$ cat config.mk
export PLATFORM = sky130hd
export DESIGN_NAME = fetch_sequencer
export DESIGN_NICKNAME = d
export VERILOG_FILES = /design/src/rtl/fetch_pkg.sv /design/src/rtl/fetch_sequencer.sv
export SDC_FILE = /design/constraint.sdc
export NUM_CORES = 1
export LEC_CHECK = 0
export ABC_AREA = 1
export BUFFER_PORTS_ARGS = -buffer_cell sky130_fd_sc_hd__buf_2
export CAP_MARGIN = 10
export CORE_MARGIN = 2
export CORE_UTILIZATION = 35
export DETAILED_ROUTE_END_ITERATION = 8
export HOLD_SLACK_MARGIN = 0.06
export SYNTH_ARGS = -nofsm -noshare
export SYNTH_HDL_FRONTEND = slang
export SYNTH_SLANG_ARGS = --single-unit
$ cat constraint.sdc
create_clock -name clk -period 3.9 [get_ports clk]
set_input_delay 0.585 -clock clk [delete_from_list [all_inputs] [get_ports clk]]
set_output_delay 0.585 -clock clk [all_outputs]
set_load 0.05 [all_outputs]
$ cat src/rtl/fetch_pkg.sv
// fetch_pkg
// Shared definitions for the instruction fetch sequencer: the FSM state
// encoding, the sequential PC step and the default reset PC.
package fetch_pkg;

    // Fetch FSM states.
    // IDLE: post-reset bubble, REQ: request presented to memory,
    // WAIT: one request outstanding, HOLD: instruction presented to decode,
    // HALT: fetching stopped until reset.
    typedef enum logic [2:0] {
        ST_IDLE = 3'd0,
        ST_REQ  = 3'd1,
        ST_WAIT = 3'd2,
        ST_HOLD = 3'd3,
        ST_HALT = 3'd4
    } fetch_state_t;

    // Instructions are 32-bit words, so sequential fetch advances by 4 bytes.
    localparam logic [31:0] PC_STEP = 32'd4;

    // PC loaded on reset unless the instance overrides it.
    localparam logic [31:0] DEFAULT_RESET_PC = 32'h0000_0000;

endpackage

$ cat src/rtl/fetch_sequencer.sv
// fetch_sequencer
// Owns the program counter and walks the instruction memory through a
// request/response handshake, presenting each fetched word to the datapath
// with a valid/ack handshake. Applies branch/jump redirects and halt.
//
// Ports:
//   clk, reset        : clock (rising edge), asynchronous active-high reset
//   imem_req/addr     : fetch request and address (address always equals pc)
//   imem_ready        : memory accepts the request this cycle
//   imem_rvalid/rdata : one-cycle read response and instruction word
//   instr_valid       : Instruction_Code/instr_pc hold a live instruction
//   Instruction_Code  : fetched instruction word
//   instr_pc          : PC of Instruction_Code
//   instr_ack         : datapath consumes the instruction (only while valid)
//   redirect_valid/pc : taken branch/jump and its target (low 2 bits ignored)
//   halt              : stop fetching until reset
//   halted            : sequencer is in HALT
//   fetch_count       : number of acknowledged instructions, wrapping
module fetch_sequencer
    import fetch_pkg::*;
#(
    parameter int                ADDR_W   = 32,
    parameter logic [ADDR_W-1:0] RESET_PC = ADDR_W'(DEFAULT_RESET_PC)
) (
    input  logic              clk,
    input  logic              reset,
    output logic              imem_req,
    output logic [ADDR_W-1:0] imem_addr,
    input  logic              imem_ready,
    input  logic              imem_rvalid,
    input  logic [31:0]       imem_rdata,
    output logic              instr_valid,
    output logic [31:0]       Instruction_Code,
    output logic [ADDR_W-1:0] instr_pc,
    input  logic              instr_ack,
    input  logic              redirect_valid,
    input  logic [ADDR_W-1:0] redirect_pc,
    input  logic              halt,
    output logic              halted,
    output logic [31:0]       fetch_count
);

    fetch_state_t      state, state_n;
    logic [ADDR_W-1:0] pc, pc_n;
    logic              squash, squash_n;
    logic              halt_pend, halt_pend_n;
    logic              instr_valid_n;
    logic [31:0]       code_n;
    logic [ADDR_W-1:0] instr_pc_n;
    logic [31:0]       fetch_count_n;
    logic [ADDR_W-1:0] redirect_aligned;

    // Masking (rather than slicing) keeps every bit of redirect_pc in use.
    assign redirect_aligned = redirect_pc & ~ADDR_W'(3);

    assign imem_addr = pc;
    assign imem_req  = (state == ST_REQ);
    assign halted    = (state == ST_HALT);

    // State and datapath registers; everything is computed combinationally
    // below and simply captured here.
    always_ff @(posedge clk or posedge reset) begin
        if (reset) begin
            state            <= ST_IDLE;
            pc               <= RESET_PC;
            squash           <= 1'b0;
            halt_pend        <= 1'b0;
            instr_valid      <= 1'b0;
            Instruction_Code <= 32'd0;
            instr_pc         <= '0;
            fetch_count      <= 32'd0;
        end else begin
            state            <= state_n;
            pc               <= pc_n;
            squash           <= squash_n;
            halt_pend        <= halt_pend_n;
            instr_valid      <= instr_valid_n;
            Instruction_Code <= code_n;
            instr_pc         <= instr_pc_n;
            fetch_count      <= fetch_count_n;
        end
    end

    // Next-state, next-PC and instruction-register logic. A redirect always
    // wins over the sequential increment. Halt only changes where the FSM
    // goes; the PC still follows the normal rules in the cycle halt is seen.
    always_comb begin
        state_n       = state;
        pc_n          = pc;
        squash_n      = squash;
        halt_pend_n   = halt_pend;
        instr_valid_n = instr_valid;
        code_n        = Instruction_Code;
        instr_pc_n    = instr_pc;
        fetch_count_n = fetch_count;

        case (state)
            ST_IDLE: begin
                if (redirect_valid) pc_n = redirect_aligned;
                state_n = halt ? ST_HALT : ST_REQ;
            end

            ST_REQ: begin
                if (redirect_valid) pc_n = redirect_aligned;
                if (halt) begin
                    state_n = ST_HALT;
                end else if (imem_ready) begin
                    // Memory latched the old pc; if the target changed in the
                    // same cycle, the returning word belongs to a dead path.
                    state_n  = ST_WAIT;
                    squash_n = redirect_valid;
                end
            end

            ST_WAIT: begin
                if (redirect_valid) begin
                    pc_n     = redirect_aligned;
                    squash_n = 1'b1;
                end
                if (halt) halt_pend_n = 1'b1;
                if (imem_rvalid) begin
                    squash_n    = 1'b0;
                    halt_pend_n = 1'b0;
                    if (halt_pend || halt) begin
                        state_n = ST_HALT;
                    end else if (squash || redirect_valid) begin
                        state_n = ST_REQ;
                    end else begin
                        instr_valid_n = 1'b1;
                        code_n        = imem_rdata;
                        instr_pc_n    = pc;
                        state_n       = ST_HOLD;
                    end
                end
            end

            ST_HOLD: begin
                if (instr_ack) begin
                    instr_valid_n = 1'b0;
                    fetch_count_n = fetch_count + 32'd1;
                    pc_n          = redirect_valid ? redirect_aligned
                                                   : pc + ADDR_W'(PC_STEP);
                    state_n       = ST_REQ;
                end else if (redirect_valid) begin
                    instr_valid_n = 1'b0;
                    pc_n          = redirect_aligned;
                    state_n       = ST_REQ;
                end
                if (halt) begin
                    instr_valid_n = 1'b0;
                    state_n       = ST_HALT;
                end
            end

            ST_HALT: begin
                instr_valid_n = 1'b0;
            end

            default: begin
                state_n = ST_IDLE;
            end
        endcase
    end

endmodule

## Yosys cells after proc, flatten, opt, wreduce, memory -nomap -nowiden

Index checks and enable logic that the tools add are counted.

| cells by class | value |
|---|---|
| add/subtract/negate cells | 2 |
| $mul | 0 |
| divide/modulo/power cells | 0 |
| $lt $le $gt $ge | 0 |
| equality and inequality tests | 12 |
| shift operators | 0 |
| multiplexer cells | 28 |
| bitwise operators | 3 |
| reduce and logical (&&, ||, !) cells | 14 |

Operators with widths:

| cell | number |
|---|---|
| $mux W32 | 3 |
| $pmux W32 S2 | 1 |
| $add A32 B1 Y32 const B | 1 |
| $add A32 B3 Y32 const B | 1 |
| $mux W3 | 8 |
| $pmux W3 S5 | 1 |
| $mux W1 | 12 |
| $reduce_and A4 Y1 | 3 |
| $ne A2 B2 Y1 const B | 4 |
| $eq A3 B2 Y1 const B | 2 |
| $reduce_bool A2 Y1 | 3 |
| $reduce_and A5 Y1 | 1 |
| $ne A4 B4 Y1 const B | 1 |
| $reduce_and A2 Y1 | 2 |
| $eq A3 B1 Y1 const B | 1 |
| $eq A3 B3 Y1 const B | 1 |
| $logic_not A3 Y1 | 1 |
| $ne A3 B1 Y1 const B | 1 |
| $ne A3 B3 Y1 const B | 1 |
| $not A1 Y1 | 3 |
| $pmux W1 S3 | 1 |
| $reduce_bool A3 Y1 | 1 |
| $reduce_or A3 Y1 | 1 |
| $logic_or A1 B1 Y1 | 2 |
| 3 further kinds | 3 |

| storage, ports and cells | value |
|---|---|
| register bits after elaboration | 134 |
| bits in latches | 0 |
| RAM bits | 0 |
| memory bits (read-only) | 0 |
| input port bits | 71 |
| output and inout bits | 131 |
| logic and storage cells | 67 |
| memories kept | 0 |

## Logic depth before layout (Yosys ltp)

| logic depth | value |
|---|---|
| depth after elaboration | 5 |
| depth in mapped cells | 11 |
| gate-level depth less buffers | 10 |

## Worst setup path after synthesis

Ideal clock, no wire load.

| timing path | value |
|---|---|
| path type | register to output |
| start point | register state[2] |
| end point | output port halted |
| arrival | 1.367 ns |
| data required time | 3.315 ns |
| setup slack | 1.948 ns |
| cell stages (with the launch flop) | 4 |
| path buffers | 1 |
| cell sequence | dfrtp_1 > inv_2 > buf_2 > nor2_1 |

| on the way | value |
|---|---|
| cells in the longest elaborated chain, start to end | 1 |

Ends and longest elaborated chain:

| element | RTL line | RTL |
|---|---|---|
| start, declared | fetch_sequencer.sv:43 | `fetch_state_t state, state_n;` |
| start signal, assigned | fetch_sequencer.sv:73 | `state <= state_n;` |
| $eq A3 B3 Y1 | fetch_sequencer.sv:58 | `assign halted = (state == ST_HALT);` |
| end, declared | fetch_sequencer.sv:39 | `output logic halted,` |

No other way between the ends.

## Worst setup path in the final report

| timing path | value |
|---|---|
| start point | register state[2] |
| end point | register instr_valid |

| on the way | value |
|---|---|
| cells in the longest elaborated chain, start to end | 3 |

Ends and longest elaborated chain:

| element | RTL line | RTL |
|---|---|---|
| $eq A3 B2 Y1 / $eq A3 B3 Y1 (equally long branches) | fetch_sequencer.sv:97 | `case (state)` |
| $ne A4 B4 Y1 (no source line) (tied with other cells) | n/a |  |
| $reduce_and A5 Y1 (no source line) | n/a |  |
| end signal, assigned | fetch_sequencer.sv:77 | `instr_valid <= instr_valid_n;` |
| end, declared | fetch_sequencer.sv:32 | `output logic instr_valid,` |

Parallel ways exist; a longest one is shown, timed or not.
A chain may end at the register's enable or synchronous reset.

==> flow_metrics.tcl <==
set metrics [dict create \
    status "finished clean" \
    min_delay_path_class "input pin to flip-flop" \
    dpl_worst_slack_ns 1.183 \
    clock_pin_slew_on_the_worst_setup_and_hold_paths_ns 0.06 \
    hpwl_microns 15690 \
    antenna_cells 0 \
    hold-worst-slack_ns 0.3471 \
    cts_made_buffers 17 \
    power.static_leakage_uw 0.004881 \
    cts.root.buffer_cell "sky130_fd_sc_hd__clkbuf_16" \
    vias_per_cell 4.748 \
    multi_input_area_sq_um 3354 \
    timing.setup.critical_path_class "flip-flop to flip-flop" \
    cp_data_arrival_time_ns 3.10 \
    totalNegativeSetupSlack_ns 0 \
    fillCellCount 2090 \
    largest_net_degree_at_the_start_of_global_routing 57 \
    detailedRoute.firstPassIterationCount 5 \
    yosys_warnings 0 \
    ctsResizeCount 0 \
    cts-htree-levels 4 \
    portBuffers 199 \
    clock_tree.buffer_depth 2 \
    timing.final.max_slew_violations 0 \
    pin_count 202 \
    post_synth_inst_count 977 \
    route.final.wire_length_microns 21530 \
    crit_fanout 47 \
    vias 6890 \
    die_width_microns 148.6 \
    chip_height_microns 148.6 \
    cap_viol_max_count 0 \
    share_of_the_clock_period_used_by_the_worst_path 0.7017 \
    number_of_nets_in_the_finished_design 1241 \
    final_antenna_net_count 0 \
    drc 0 \
    worst_ep_required_time_ns 4.26 \
    grt_first_pass_wirelength_microns 34560 \
    post_synth.cell_area_avg_sq_um 7.485 \
    start_util 0.3591 \
    yosys_register_bits 134 \
    finalSetupViolations 0 \
    psw_uw 3016 \
    ir_drop_uv 574.0 \
    sw_frac 0.4813 \
    cts_tree "built" \
    grt_antenna_before_repair 0 \
    synth_cell_type_count 41 \
    final_hold_viol_count 0 \
    worst_slew_pin_slew_ns 1.090 \
    combPwrFrac 0.412 \
    synth_nets 1050 \
    drt_iter0_drc 441 \
    mostFrequentLayoutCell "sky130_fd_sc_hd__nand2_1" \
    grt_usage 0.2004 \
    clock-skew-final_ns 0.01071 \
    cp_cell_sequence "inv_2 -> nand3_2 -> inv_2 -> nand2_1 -> nor3_2 -> nand2_4 -> inv_2 -> o21ai_0 -> inv_1" \
    proportion_of_layout_cells_with_a_drive_suffix_above_1 0.2388 \
    via_count_of_the_first_global_routing_pass 6431 \
    crit_slowest_cell "sky130_fd_sc_hd__inv_2" \
    fin_total_pwr_uw 6265 \
    slew_headroom 0.2706 \
    min_period_ns 2.736 \
    power_density_nw_per_um2 692.0 \
    maxClockFrequency_mhz 365.4 \
    synth-edff-count 0 \
    timing.critical_path.slowest_cell_delay_ns 0.70 \
    cell_internal_pwr_uw 3249 \
    timing.critical_path.to_type "flip-flop" \
    die-area_sq_um 22070 \
    critPathTopFamily "buffers and inverters" \
    clock_power_frac 0.258 \
    mostFrequentLayoutCells "sky130_fd_sc_hd__nand2_1 (366), sky130_fd_sc_hd__buf_2 (199), sky130_fd_sc_hd__dfrtp_1 (134)" \
    post-cts-setup-buffer-count 0 \
    grt_setup_unrepaired "false" \
    grt.overflow.total 0 \
    critical_path.n_buffers_inverters 4 \
    layout-area-overhead-vs-synth_pct 23.80 \
    insertion_delay_ns 0.43 \
    synth_async_sr_flop_share 1.000 \
    post_synth_instance_area_sq_um 7313 \
    yosys_most_used_dff "sky130_fd_sc_hd__dfrtp_1" \
    finalWorstSetupSlack_ns 1.164 \
    ff_latch_area_sq_um 3353 \
    worstSetupStartpointType "flip-flop" \
    clock-sinks 134 \
    drt-wirelength-per-cell_microns 14.84 \
    seq_power_share 0.330 \
    synth_sequential_area_ratio 0.4585 \
    floorplan.rows 52 \
    design.core.area_sq_um 20360 \
    finalWeightedCongestion 0.8743 \
    cts_hold_buffers 0 \
    timing.critical_path.mode_cell "sky130_fd_sc_hd__inv_2" \
]
-- power by group through the flow --
stage	sequential, uW	clock, uW	combinational, uW
after floorplan	3080	0	864
after global placement	2080	0	2570
after detailed placement	2080	0	2590
after CTS	2060	1660	2600
after global routing	2120	1730	2790
final	2070	1620	2580
-- registers in the layout (all words and copies together), names as in the netlist --
| register | flops |
|---|---|
| halt_pend | 1 |
| state | 3 |
| instr_pc | 32 |
| Instruction_Code | 32 |
| squash | 1 |
| fetch_count | 32 |
| instr_valid | 1 |
| imem_addr | 32 |
-- layer usage --
metal	vias up	track usage	part of all wire
li1	3483	-	-
met1	3169	0.2854	0.48
met2	216	0.3025	0.44
met3	22	0.04969	0.065
met4	0	0.05905	0.016
met5	-	0	0
-- cells by family (layout without fill, tap and decap cells) --
| family | count (synthesis) | count (layout) | share of synthesized area |
|---|---|---|---|
| buffers and inverters | 129 | 333 | 0.08383 |
| AOI/OAI and AO/OA | 113 | 113 | 0.09513 |
| DFF | 134 | 134 | 0.4585 |
| adders and majority gates | 2 | 2 | 0.003421 |
| xor gates and xnor gates | 23 | 23 | 0.02754 |
| and+or+nand+nor | 576 | 576 | 0.3316 |
-- layout make-up --
class	instances	area share
clock buffers	19	0.04892
clock inverters	13	0.01631
inverters	96	0.04022
multi-input cells	714	0.3705
flip-flops and latches	134	0.3704
well taps	270	0.03731
repair buffers	205	0.1164
-- cell usage after synthesis, types with 2 or more instances --
master                     number  area (sq um)
sky130_fd_sc_hd__a21oi_1       20         100.1
sky130_fd_sc_hd__a22oi_1        5         37.54
sky130_fd_sc_hd__a31oi_1        2         12.51
sky130_fd_sc_hd__and2_1         2         12.51
sky130_fd_sc_hd__buf_1          3         11.26
sky130_fd_sc_hd__buf_2          7         35.03
sky130_fd_sc_hd__buf_6         16         180.2
sky130_fd_sc_hd__clkbuf_1       7         26.28
sky130_fd_sc_hd__dfrtp_1      134          3353
sky130_fd_sc_hd__ha_1           2         25.02
sky130_fd_sc_hd__inv_1         91         341.6
sky130_fd_sc_hd__inv_2          5         18.77
sky130_fd_sc_hd__nand2_1      367          1378
sky130_fd_sc_hd__nand2_2        3         18.77
sky130_fd_sc_hd__nand3_1       51         255.2
sky130_fd_sc_hd__nand3_2        3         30.03
sky130_fd_sc_hd__nand3b_1       4         30.03
sky130_fd_sc_hd__nand4_1       15         93.84
sky130_fd_sc_hd__nor2_1       103         386.6
sky130_fd_sc_hd__nor2_2         4         25.02
sky130_fd_sc_hd__nor2_4         7         78.83
sky130_fd_sc_hd__nor3_1        11         55.05
sky130_fd_sc_hd__nor4_1         2         12.51
sky130_fd_sc_hd__o211ai_1       4         30.03
sky130_fd_sc_hd__o21ai_0       35         175.2
sky130_fd_sc_hd__o21ai_1       17         85.08
sky130_fd_sc_hd__o21ai_2       19         166.4
sky130_fd_sc_hd__o221ai_1       4         35.03
sky130_fd_sc_hd__xnor2_1       10         87.58
sky130_fd_sc_hd__xor2_1        13         113.9
-- through the flow --
| stage | instances | util | instance area, sq um |
|---|---|---|---|
| final | 1451 | 0.4446 | 9054 |
| after global routing | 1451 | 0.4446 | 9054 |
| after CTS | 1451 | 0.4446 | 9054 |
| after detailed placement | 1419 | 0.4156 | 8463 |
| after global placement | 1419 | 0.4156 | 8463 |
| after floorplan | 977 | - | 7317 |
-- tightest hold or removal path: stages --
cell and delay [ns]:
sky130_fd_sc_hd__buf_2 0.07, sky130_fd_sc_hd__nand2_1 0.04, sky130_fd_sc_hd__nand2_1 0.04
-- path summary, 6_finish.rpt --
path	start	end	slack (ns)	cells past startpoint
setup / recovery	state[2]$_DFFE_PP0P_	instr_valid$_DFFE_PP0P_	1.16	9
hold / removal	imem_rdata[16]	Instruction_Code[16]$_DFFE_PP0P_	0.35	3
setup reg to reg	state[2]$_DFFE_PP0P_	instr_valid$_DFFE_PP0P_	1.16	9
hold reg to reg	Instruction_Code[22]$_DFFE_PP0P_	Instruction_Code[22]$_DFFE_PP0P_	0.47	2
max in group asynchronous	reset	fetch_count[7]$_DFFE_PP0P_	2.73	3
min in group asynchronous	reset	fetch_count[17]$_DFFE_PP0P_	0.37	2
No activity file was read; power rests on OpenSTA's default activity.
